===== src/rtl/full_st0_tap_arb_pkg.sv =====
// full_st0_tap_arb_pkg: shared types and constants for the stage-0 tap memory arbiter.
package full_st0_tap_arb_pkg;
    localparam int TAP_ADDR_W     = 4;
    localparam int FLOAT_W        = 32;
    localparam int TAP_LANES      = 6;
    localparam int TAP_DATA_W     = TAP_LANES * FLOAT_W;
    localparam int STARVE_MAX_DEF = 8;

    typedef logic [FLOAT_W-1:0] float_24_8_t;
    typedef float_24_8_t [TAP_LANES-1:0] tap_word_t;

    typedef enum logic [2:0] {
        IDLE,
        UPD_RD,
        UPD_CAP,
        UPD_WAIT,
        UPD_WR
    } tap_arb_state_t;
endpackage


===== src/rtl/full_st0_tap_arb_starve.sv =====
// full_st0_tap_arb_starve: saturating count of forward grants taken while an update waits.
module full_st0_tap_arb_starve
    import full_st0_tap_arb_pkg::*;
#(
    parameter int STARVE_MAX = STARVE_MAX_DEF
) (
    input  logic clk,
    input  logic reset,
    input  logic clr,
    input  logic inc,
    output logic at_max
);
    localparam int CNT_W = $clog2(STARVE_MAX + 1);

    logic [CNT_W-1:0] cnt;

    assign at_max = cnt == CNT_W'(STARVE_MAX);

    always_ff @(posedge clk or posedge reset) begin
        if (reset)
            cnt <= '0;
        else if (clr)
            cnt <= '0;
        else if (inc && !at_max)
            cnt <= cnt + 1'b1;
    end
endmodule


===== src/rtl/full_st0_tap_arb.sv =====
// full_st0_tap_arb: arbitrates the stage-0 tap memory between forward reads and
// read-modify-write updates, owning all memory address and strobe generation.
module full_st0_tap_arb
    import full_st0_tap_arb_pkg::*;
#(
    parameter int ADDR_W     = TAP_ADDR_W,
    parameter int DATA_W     = TAP_DATA_W,
    parameter int STARVE_MAX = STARVE_MAX_DEF
) (
    input  logic              clk,
    input  logic              reset,
    input  logic              tap_enable,
    input  logic              fwd_req,
    input  logic [ADDR_W-1:0] fwd_addr,
    output logic              fwd_gnt,
    output logic [DATA_W-1:0] fwd_data,
    output logic              fwd_data_vld,
    input  logic              upd_req,
    input  logic [ADDR_W-1:0] upd_addr,
    output logic              upd_gnt,
    output logic [DATA_W-1:0] upd_rd_data,
    output logic              upd_rd_vld,
    input  logic [DATA_W-1:0] upd_wr_data,
    input  logic              upd_wr_vld,
    output logic              upd_drop,
    output logic [ADDR_W-1:0] mem_addr,
    output logic              mem_rd_en,
    output logic              mem_wr_en,
    output logic [DATA_W-1:0] mem_wr_data,
    input  logic [DATA_W-1:0] mem_rd_data,
    output logic              busy
);
    tap_arb_state_t    state_q, state_d;
    logic [ADDR_W-1:0] upd_addr_q;
    logic [DATA_W-1:0] wr_q;
    logic [DATA_W-1:0] fwd_hold_q;
    logic [DATA_W-1:0] upd_hold_q;
    logic              fwd_vld_q;
    logic              at_max;

    full_st0_tap_arb_starve #(
        .STARVE_MAX(STARVE_MAX)
    ) u_starve (
        .clk   (clk),
        .reset (reset),
        .clr   (upd_gnt || !upd_req),
        .inc   (fwd_gnt && upd_req),
        .at_max(at_max)
    );

    // Strobes are gated by reset so every output drops the moment reset rises.
    always_comb begin
        state_d    = state_q;
        fwd_gnt    = 1'b0;
        upd_gnt    = 1'b0;
        upd_rd_vld = 1'b0;
        upd_drop   = 1'b0;
        mem_rd_en  = 1'b0;
        mem_wr_en  = 1'b0;
        mem_addr   = '0;
        if (!reset) begin
            case (state_q)
                IDLE: begin
                    if (fwd_req && !(upd_req && at_max)) begin
                        fwd_gnt   = 1'b1;
                        mem_rd_en = 1'b1;
                        mem_addr  = fwd_addr;
                    end else if (upd_req) begin
                        upd_gnt = 1'b1;
                        state_d = UPD_RD;
                    end
                end
                UPD_RD: begin
                    mem_rd_en = 1'b1;
                    mem_addr  = upd_addr_q;
                    state_d   = UPD_CAP;
                end
                UPD_CAP: begin
                    upd_rd_vld = 1'b1;
                    state_d    = UPD_WAIT;
                end
                UPD_WAIT: state_d = upd_wr_vld ? UPD_WR : UPD_WAIT;
                UPD_WR: begin
                    mem_wr_en = tap_enable;
                    upd_drop  = !tap_enable;
                    mem_addr  = tap_enable ? upd_addr_q : '0;
                    state_d   = IDLE;
                end
                default: state_d = IDLE;
            endcase
        end
    end

    assign mem_wr_data  = mem_wr_en ? wr_q : '0;
    assign fwd_data_vld = fwd_vld_q;
    assign fwd_data     = fwd_vld_q ? mem_rd_data : fwd_hold_q;
    assign upd_rd_data  = upd_rd_vld ? mem_rd_data : upd_hold_q;
    assign busy         = state_q != IDLE;

    always_ff @(posedge clk or posedge reset) begin
        if (reset) begin
            state_q    <= IDLE;
            upd_addr_q <= '0;
            wr_q       <= '0;
            fwd_hold_q <= '0;
            upd_hold_q <= '0;
            fwd_vld_q  <= 1'b0;
        end else begin
            state_q   <= state_d;
            fwd_vld_q <= fwd_gnt;
            if (fwd_vld_q)
                fwd_hold_q <= mem_rd_data;
            if (upd_rd_vld)
                upd_hold_q <= mem_rd_data;
            if (upd_gnt)
                upd_addr_q <= upd_addr;
            if (state_q == UPD_WAIT && upd_wr_vld)
                wr_q <= upd_wr_data;
        end
    end
endmodule


===== config.mk =====
export PLATFORM = sky130hd
export DESIGN_NAME = full_st0_tap_arb
export DESIGN_NICKNAME = d
export VERILOG_FILES = /design/src/rtl/full_st0_tap_arb_pkg.sv /design/src/rtl/full_st0_tap_arb_starve.sv /design/src/rtl/full_st0_tap_arb.sv
export SDC_FILE = /design/constraint.sdc
export NUM_CORES = 1
export LEC_CHECK = 0
export CELL_PAD_IN_SITES_DETAIL_PLACEMENT = 0
export CELL_PAD_IN_SITES_GLOBAL_PLACEMENT = 1
export CORE_AREA = 10 10 376 378
export DETAILED_ROUTE_END_ITERATION = 10
export DIE_AREA = 0 0 386 388
export DONT_BUFFER_PORTS = 1
export GPL_TIMING_DRIVEN = 0
export PLACE_DENSITY = 0.44
export SYNTH_ARGS = -nofsm -noshare
export SYNTH_HDL_FRONTEND = slang
export SYNTH_SLANG_ARGS = --single-unit

===== constraint.sdc =====
create_clock -name clk -period 28.7 [get_ports clk]
set_input_delay 7.175 -clock clk [delete_from_list [all_inputs] [get_ports clk]]
set_output_delay 7.175 -clock clk [all_outputs]
set_load 0.005 [all_outputs]

==> results of run 1 <==
==> worst paths after layout <==
kind                              start              end  slack, ps  cells past startpoint
setup / recovery                  reset  mem_wr_data[27]      11940                      6
hold / removal                wr_q[148]        wr_q[148]        490                      1
setup reg to reg           fwd_data_vld  fwd_hold_q[100]      25770                      3
hold reg to reg               wr_q[148]        wr_q[148]        490                      1
max in group asynchronous         reset  fwd_hold_q[145]      20590                      4
min in group asynchronous         reset   upd_hold_q[38]       6580                      2
==> per-layer routing <==
metal  vias to the layer above  global-route usage, %  part of all wire [%]  routed length [um]
met3                       198                  8.043                    14               14660
li1                       5390                      -                     -                   -
met1                      6613                  11.86                    30               31410
met5                         -                      0                  0.12                 123
met4                        16                  3.440                   2.8                2953
met2                       753                  24.66                    53               54670
==> cell usage after synthesis (3+ instances only) <==
cell / number / area [um2]
o21ai_0: 3 / 15.01
clkbuf_1: 45 / 168.9
and2_1: 192 / 1201
a22o_1: 4 / 35.03
mux2_2: 580 / 6531
nand4_1: 4 / 25.02
nand2_1: 5 / 18.77
buf_2: 44 / 220.2
a21oi_1: 7 / 35.03
inv_1: 5 / 18.77
nor4_1: 3 / 18.77
dfrtp_1: 588 / 14710
==> registers in the layout, indices dropped and copies added, names as in the netlist <==
| signal | cells |
|---|---|
| wr_q | 192 |
| upd_hold_q | 192 |
| u_starve.cnt | 4 |
| upd_addr_q | 4 |
| fwd_hold_q | 192 |
| fwd_data_vld | 1 |
| state_q | 3 |
==> cell families (layout without fill, tap and decap cells) <==
kind of cell / count (synthesis) / after routing / synth area share, %
multiplexers: 580 / 580 / 28.14
AND/OR/NAND/NOR: 221 / 221 / 5.994
other: 0 / 21 / 0
adder cells (fa/ha/maj): 2 / 2 / 0.1078
flip-flops: 588 / 588 / 63.39
AO/OA/AOI/OAI: 19 / 19 / 0.5768
buffers and inverters: 96 / 235 / 1.790
==> layout make-up <==
| cell class | instances | area (um2) | area share, % |
|---|---|---|---|
| Timing Repair Buffer | 5 | 137.6 | 0.4885 |
| Inverter | 5 | 26.28 | 0.09326 |
| Multi-Input combinational cell | 822 | 8087 | 28.70 |
| Clock buffer | 107 | 2231 | 7.918 |
| Buffer | 91 | 397.9 | 1.412 |
| Sequential cell | 588 | 14710 | 52.23 |
| Antenna cell | 21 | 52.55 | 0.1865 |
| Tap cell | 1768 | 2212 | 7.852 |
| Clock inverter | 27 | 315.3 | 1.119 |
==> metrics by stage <==
stage                     total power [mW]  cells  area (um2)
after floorplan                      2.020   1506       23210
after global placement               2.392   3274       25420
after detailed placement             2.408   3279       25570
after CTS                            3.405   3413       28120
after global routing                 3.517   3414       28120
final                                3.313   3434       28170
==> report_power, final <==
part	internal, mW	switching [mW]	leakage [nW]
registers	1.24	0.143	7.04
logic	0.424	0.539	3.30
clock network	0.587	0.377	1.26
==> worst max-delay path, stage by stage <==
cell and delay, ps:
buf_2 180, nand2b_1 210, nor4b_2 680, buf_2 440
clkbuf_1 490, and2_1 390
==> impl_metrics.toml, run 1 <==
[outcome]
status = "finished clean"

[cells_and_area]
area_growth_pct = 21.38
drive_above_1_share_pct = 46.02
final_cell_mix = "dfrtp_1 (588), mux2_2 (580), and2_1 (192)"
final_nets = 1988
final_common_cell = "dfrtp_1"
n_fill_cell = 14170
final_util_pct = 21.14

[yosys]
synthFlopType = "dfrtp_1"
yosys_warnings = 0
synthesis.area_um2 = 23210
synthArstFlopShare_pct = 100.0
yosys.cell_types.count = 28
synth_seq_area_share_pct = 63.39
syn_avg_cell_area_um2 = 15.41
synth-edff-count = 0
ys_ff_latch = 588
synthCells = 1506
synth_fp_nets = 1906

[critical_path]
start_kind = "input pin"
end_kind = "output port"
arrival_ps = 9580
path_class = "in -> out"
cp.required_ps = 21520
cp_max_fo = 10

[routing]
viasPerCell = 3.777
drt_iter0_markers = 449
wl_per_cell_um = 30.23
wl_um = 103800
vias = 12970
firstDrtPassIters = 4
drc = 0
drtAntennaViolNets = 0

[power]
p_leak_nw = 11.60
powerDensity_nw_per_um2 = 117.6
ir_worst_vdd_mv = 0.04910

[place]
gp_congestion = 0.8229
post-place-ws_ps = 11690
hpwl_um = 86460
io_buffers = 0

[cts]
ctsHoldBuffers = 0
cts.sinks = 588
clock_latency_ps = 640
ctsResizeCount = 0
cts_root_buf = "clkbuf_16"
cts_tree = "yes"
clockBufferDepth = 3
htreeDepth = 3
cts_setup_buffers = 0
clkSlewWorstSetupHoldPaths_ps = 50
numCtsBuffers = 75

[floorplan]
dieWidth_um = 386
ios = 986
die_y_um = 388
die_area_um2 = 149800
rows = 134
start_util_pct = 17.41
coreArea_um2 = 133300

[global_routing]
grt_pass1_vias = 14390
grt_max_degree = 128
grt_pass1_wl_um = 136800
grt_overflow = 0
antenna_found_initial = 66
track_usage_pct = 13.25

[timing]
slew_headroom_pct = 18.36
skew_ps = 25.02
drv_slew = 0
fmax_mhz = 59.68
setup_tns_ps = 0
whs_ps = 493.8
grt_setup_unrepaired = "false"
min_period_over_period_pct = 58.38
final-hold-violation-count = 0
fin_ws_ps = 11940
setup_viol = 0
tightest_slew_ps = 1225
finalCriticalPeriod_ps = 16760

[run]
cap_violations = 0

[min_path]
hold_path_class = "reg -> reg"
Note: power is estimated with default switching activity, not from simulation.
==> run 2, diff against run 1 <==
--- a/config.mk
+++ b/config.mk
@@ -12,7 +12,7 @@
 export DIE_AREA = 0 0 386 388
 export DONT_BUFFER_PORTS = 1
 export GPL_TIMING_DRIVEN = 0
-export PLACE_DENSITY = 0.44
+export PLACE_DENSITY = 0.45
 export SYNTH_ARGS = -nofsm -noshare
 export SYNTH_HDL_FRONTEND = slang
 export SYNTH_SLANG_ARGS = --single-unit
==> constraint.sdc (replaced) <==
create_clock -name clk -period 14.43 [get_ports clk]
set_input_delay 3.6075 -clock clk [delete_from_list [all_inputs] [get_ports clk]]
set_output_delay 3.6075 -clock clk [all_outputs]
set_load 0.005 [all_outputs]
==> impl_metrics.toml, run 2 (synthesis gave the netlist of run 1 again) <==
[outcome]
status = "finished clean"

[cts]
cts.sinks = 588
clockBufferDepth = 3
htreeDepth = 3
numCtsBuffers = 74
clock_latency_ps = 650
cts_setup_buffers = 0
ctsHoldBuffers = 0
cts_root_buf = "clkbuf_16"
clkSlewWorstSetupHoldPaths_ps = 50
ctsResizeCount = 0
cts_tree = "yes"

[critical_path]
start_kind = "input pin"
cpPeakStageDelay_ps = 860
end_kind = "output port"
arrival_ps = 6120
cpMostUsedCell = "buf_2"
cp_max_fo = 10
cp.required_ps = 10820
cpMaxStageDelayCell = "nor4b_2"
path_class = "in -> out"
worstPathCellList = "buf_2 > nand2b_1 > nor4b_2 > buf_2 > clkbuf_1 > and2_1"

[global_routing]
grt_pass1_vias = 14280
track_usage_pct = 13.42
grt_overflow = 0
grt_max_degree = 45
antenna_found_initial = 60
grt_pass1_wl_um = 137800

[power]
power.switching_mw = 2.087
pwr-share-comb_pct = 29.0
ir_worst_vdd_mv = 0.1022
intPower_mw = 4.449
powerDensity_nw_per_um2 = 230.5
sw_frac_of_total_pct = 31.93
pwr-share-seq_pct = 42.2
p_leak_nw = 11.65
p_clk_share_pct = 28.7

[cells_and_area]
area_growth_pct = 22.18
final_cell_mix = "dfrtp_1 (588), mux2_2 (580), and2_1 (192)"
final_nets = 1999
reg.largest.list = "fwd_hold_q: 192 flops, upd_hold_q: 192 flops, wr_q: 192 flops"
drive_above_1_share_pct = 46.22
design_area_um2 = 28360
fin_cells = 3463
final_common_cell = "dfrtp_1"

[timing]
skew_ps = 22.66
drv_slew = 0
finalCriticalPeriod_ps = 9724
grt_setup_unrepaired = "false"
setup_viol = 0
fmax_mhz = 102.8
tightest_slew_ps = 1157
setup_tns_ps = 0
min_period_over_period_pct = 67.39
slew_headroom_pct = 22.88
final-hold-violation-count = 0

[floorplan]
rows = 134
dieWidth_um = 386
ios = 986
coreArea_um2 = 133300
die_y_um = 388
start_util_pct = 17.41
die_area_um2 = 149800

[routing]
viasPerCell = 3.743
drtAntennaViolNets = 0
firstDrtPassIters = 4
vias = 12960
wl_um = 105300
drc = 0
drt_iter0_markers = 450
wl_per_cell_um = 30.41

[place]
dp_cells = 3291
hpwl_um = 88630
gp_congestion = 0.8150
postPlaceCellArea_um2 = 25770
io_buffers = 0

[run]
cap_violations = 0

[min_path]
hold_path_class = "reg -> reg"
[run 2: area by class of cell]
type,count,area (um2)
fill,14120,104900
sequential,588,14710
multi-input combinational,822,8087
clock buffer,113,2282
tap,1768,2212
buffer,91,397.9
timing repair buffer,17,340.3
clock inverter,19,203.9
antenna,40,100.1
inverter,5,22.52
[run 2: critical path, delay by kind of cell]
| kind | cells | cell delay, ps |
|---|---|---|
| buffers and inverters | 3 | 1030 |
| AND/OR/NAND/NOR | 3 | 1460 |
[run 2: power by group through the flow]
stage	clock network, mW	logic, mW	registers [mW]
after floorplan	0	1.34	2.68
after global placement	0	1.94	2.79
after detailed placement	0	1.99	2.79
after CTS	1.96	1.99	2.77
after global routing	2.02	2.07	2.86
final	1.88	1.90	2.76
[run 2: routing by layer]
metal,global-route usage (%),wire (um)
met4,4.227,3104
met2,24.25,54760
met5,0,41
met1,12.34,32520
met3,8.104,14880
[run 2: through the flow]
| stage | util [%] | worst slack, ps | hold slack, ps | total power, mW |
|---|---|---|---|---|
| CTS | 21.20 | 4338 | 496.9 | 6.724 |
| finish | 21.28 | 4706 | 496.2 | 6.536 |
| floorplan | - | 1164 | 470.6 | 4.019 |
| detailed placement | 19.34 | 4341 | 485.3 | 4.776 |
| global placement | 19.08 | -3163 | 480.6 | 4.734 |
| global route | 21.22 | 4426 | 506.1 | 6.946 |
[run 2: worst paths after layout]
kind                              startpoint                to  slack, ps  cells after the start
worst max-delay path                   reset  mem_wr_data[113]       4710                      6
worst min-delay path               wr_q[113]         wr_q[113]        500                      1
worst max register to register  fwd_data_vld    fwd_hold_q[94]      11580                      3
worst min register to register     wr_q[113]         wr_q[113]        500                      1
max in group asynchronous              reset    fwd_hold_q[96]       9890                      6
min in group asynchronous              reset        state_q[1]       3120                      2
==> run 3, diff against run 2 <==
--- a/config.mk
+++ b/config.mk
@@ -12,7 +12,7 @@
 export DIE_AREA = 0 0 386 388
 export DONT_BUFFER_PORTS = 1
 export GPL_TIMING_DRIVEN = 0
-export PLACE_DENSITY = 0.45
+export PLACE_DENSITY = 0.44
 export SYNTH_ARGS = -nofsm -noshare
 export SYNTH_HDL_FRONTEND = slang
 export SYNTH_SLANG_ARGS = --single-unit
==> constraint.sdc (replaced) <==
create_clock -name clk -period 9.35 [get_ports clk]
set_input_delay 2.3375 -clock clk [delete_from_list [all_inputs] [get_ports clk]]
set_output_delay 2.3375 -clock clk [all_outputs]
set_load 0.005 [all_outputs]
==> impl_metrics.toml, run 3 (synthesis gave the netlist of run 1 again) <==
[routing]
vias = 13050
drc = 0
wl_um = 105700
drt_iter0_markers = 505
viasPerCell = 3.756
drtAntennaViolNets = 0
firstDrtPassIters = 4
wl_per_cell_um = 30.43

[cells_and_area]
drive_above_1_share_pct = 46.28
ff_latch_area_um2 = 14710
final_cell_mix = "dfrtp_1 (588), mux2_2 (580), and2_1 (192)"
reg.largest.list = "fwd_hold_q: 192 flops, upd_hold_q: 192 flops, wr_q: 192 flops"
final_util_pct = 21.33
final_common_cell = "dfrtp_1"
n_fill_cell = 14150
multiInputGateArea_um2 = 8087
final_nets = 2000
area_growth_pct = 22.47

[critical_path]
r2r_slack_ps = 6570
arrival_ps = 4470
end_kind = "output port"
cpPeakStageDelay_ps = 570
r2r-start = "fwd_data_vld"
cp_max_fo = 10
start_kind = "input pin"
path_class = "in -> out"
critPathLaunch = "reset"
worstPathCellList = "buf_12 > nor4b_2 > buf_2 > buf_2 > mux2_2"
cp.required_ps = 7010
cpMaxStageDelayCell = "nor4b_2"
cpMostUsedCell = "buf_2"

[floorplan]
coreArea_um2 = 133300
ios = 986
dieWidth_um = 386
die_area_um2 = 149800
rows = 134
die_y_um = 388
start_util_pct = 17.41

[timing]
fmax_mhz = 147.0
whs_ps = 495.0
grt_setup_unrepaired = "false"
setup_viol = 0
final-hold-violation-count = 0
tightest_slew_ps = 1315
slew_headroom_pct = 11.50
min_period_over_period_pct = 72.78
drv_slew = 0
finalCriticalPeriod_ps = 6805
skew_ps = 16.80

[power]
powerDensity_nw_per_um2 = 355.2
p_leak_nw = 11.66
ir_worst_vdd_mv = 0.1851

[cts]
cts_setup_buffers = 0
clock_latency_ps = 650
cts_tree = "yes"
ctsResizeCount = 0
cts_root_buf = "clkbuf_16"
clkSlewWorstSetupHoldPaths_ps = 50
htreeDepth = 3
ctsHoldBuffers = 0
clockBufferDepth = 3
numCtsBuffers = 74
cts.sinks = 588

[global_routing]
grt_max_degree = 45
grt_pass1_wl_um = 138100
grt_overflow = 0
antenna_found_initial = 76
track_usage_pct = 13.49
grt_pass1_vias = 14490

[place]
gp_congestion = 0.8121
hpwl_um = 88680
io_buffers = 0

[run]
cap_violations = 0

[outcome]
status = "finished clean"

[min_path]
hold_path_class = "reg -> reg"
hp-start = "wr_q[169]"
run 3: metal layers:
metal	up-vias	GRT usage [%]	wire length, um
met5	-	0	27
met4	4	5.166	3443
met3	185	8.078	15000
met2	770	24.34	55040
met1	6655	12.12	32230
li1	5438	-	-
run 3: area by class of cell:
class	instances	area share [%]
flip-flops and latches	588	51.76
multi-input cells	822	28.45
well taps	1768	7.782
clock buffers	106	7.685
plain buffers	91	1.452
repair buffers	18	1.276
clock inverters	25	1.061
diodes	52	0.4577
inverters	5	0.07923
run 3: worst max-delay path: cells and delay by family:
family / cells / cell delay [ps]
AND/OR/NAND/NOR: 1 / 570
buffers and inverters: 3 / 1070
multiplexers: 1 / 430
run 3: power by group:
group / internal (mW) / switching (mW) / leakage (nW)
logic: 1.31 / 1.62 / 3.41
registers: 3.82 / 0.443 / 7.04
clock network: 1.74 / 1.17 / 1.21
total: 6.87 / 3.23 / 11.7
run 3: path summary, 6_finish.rpt:
kind / end / depth (start not counted)
setup / recovery: upd_rd_data[70] / 5
hold / removal: wr_q[169] / 1
setup reg to reg: fwd_hold_q[146] / 3
hold reg to reg: wr_q[169] / 1
max in group asynchronous: fwd_hold_q[134] / 8
min in group asynchronous: state_q[2] / 2
run 3: stage by stage:
step                area (um2)  cells  setup WS [ps]  power [mW]  TNS [ps]
CTS                      28290   3423           2315       10.38         0
finish                   28430   3475           2545       10.10         0
floorplan                23230   1506          -2579       6.203   -681500
global route             28330   3438           2294       10.72         0
global placement         25440   3274          -6442       7.278  -2667360
detailed placement       25810   3292           2317       7.361         0
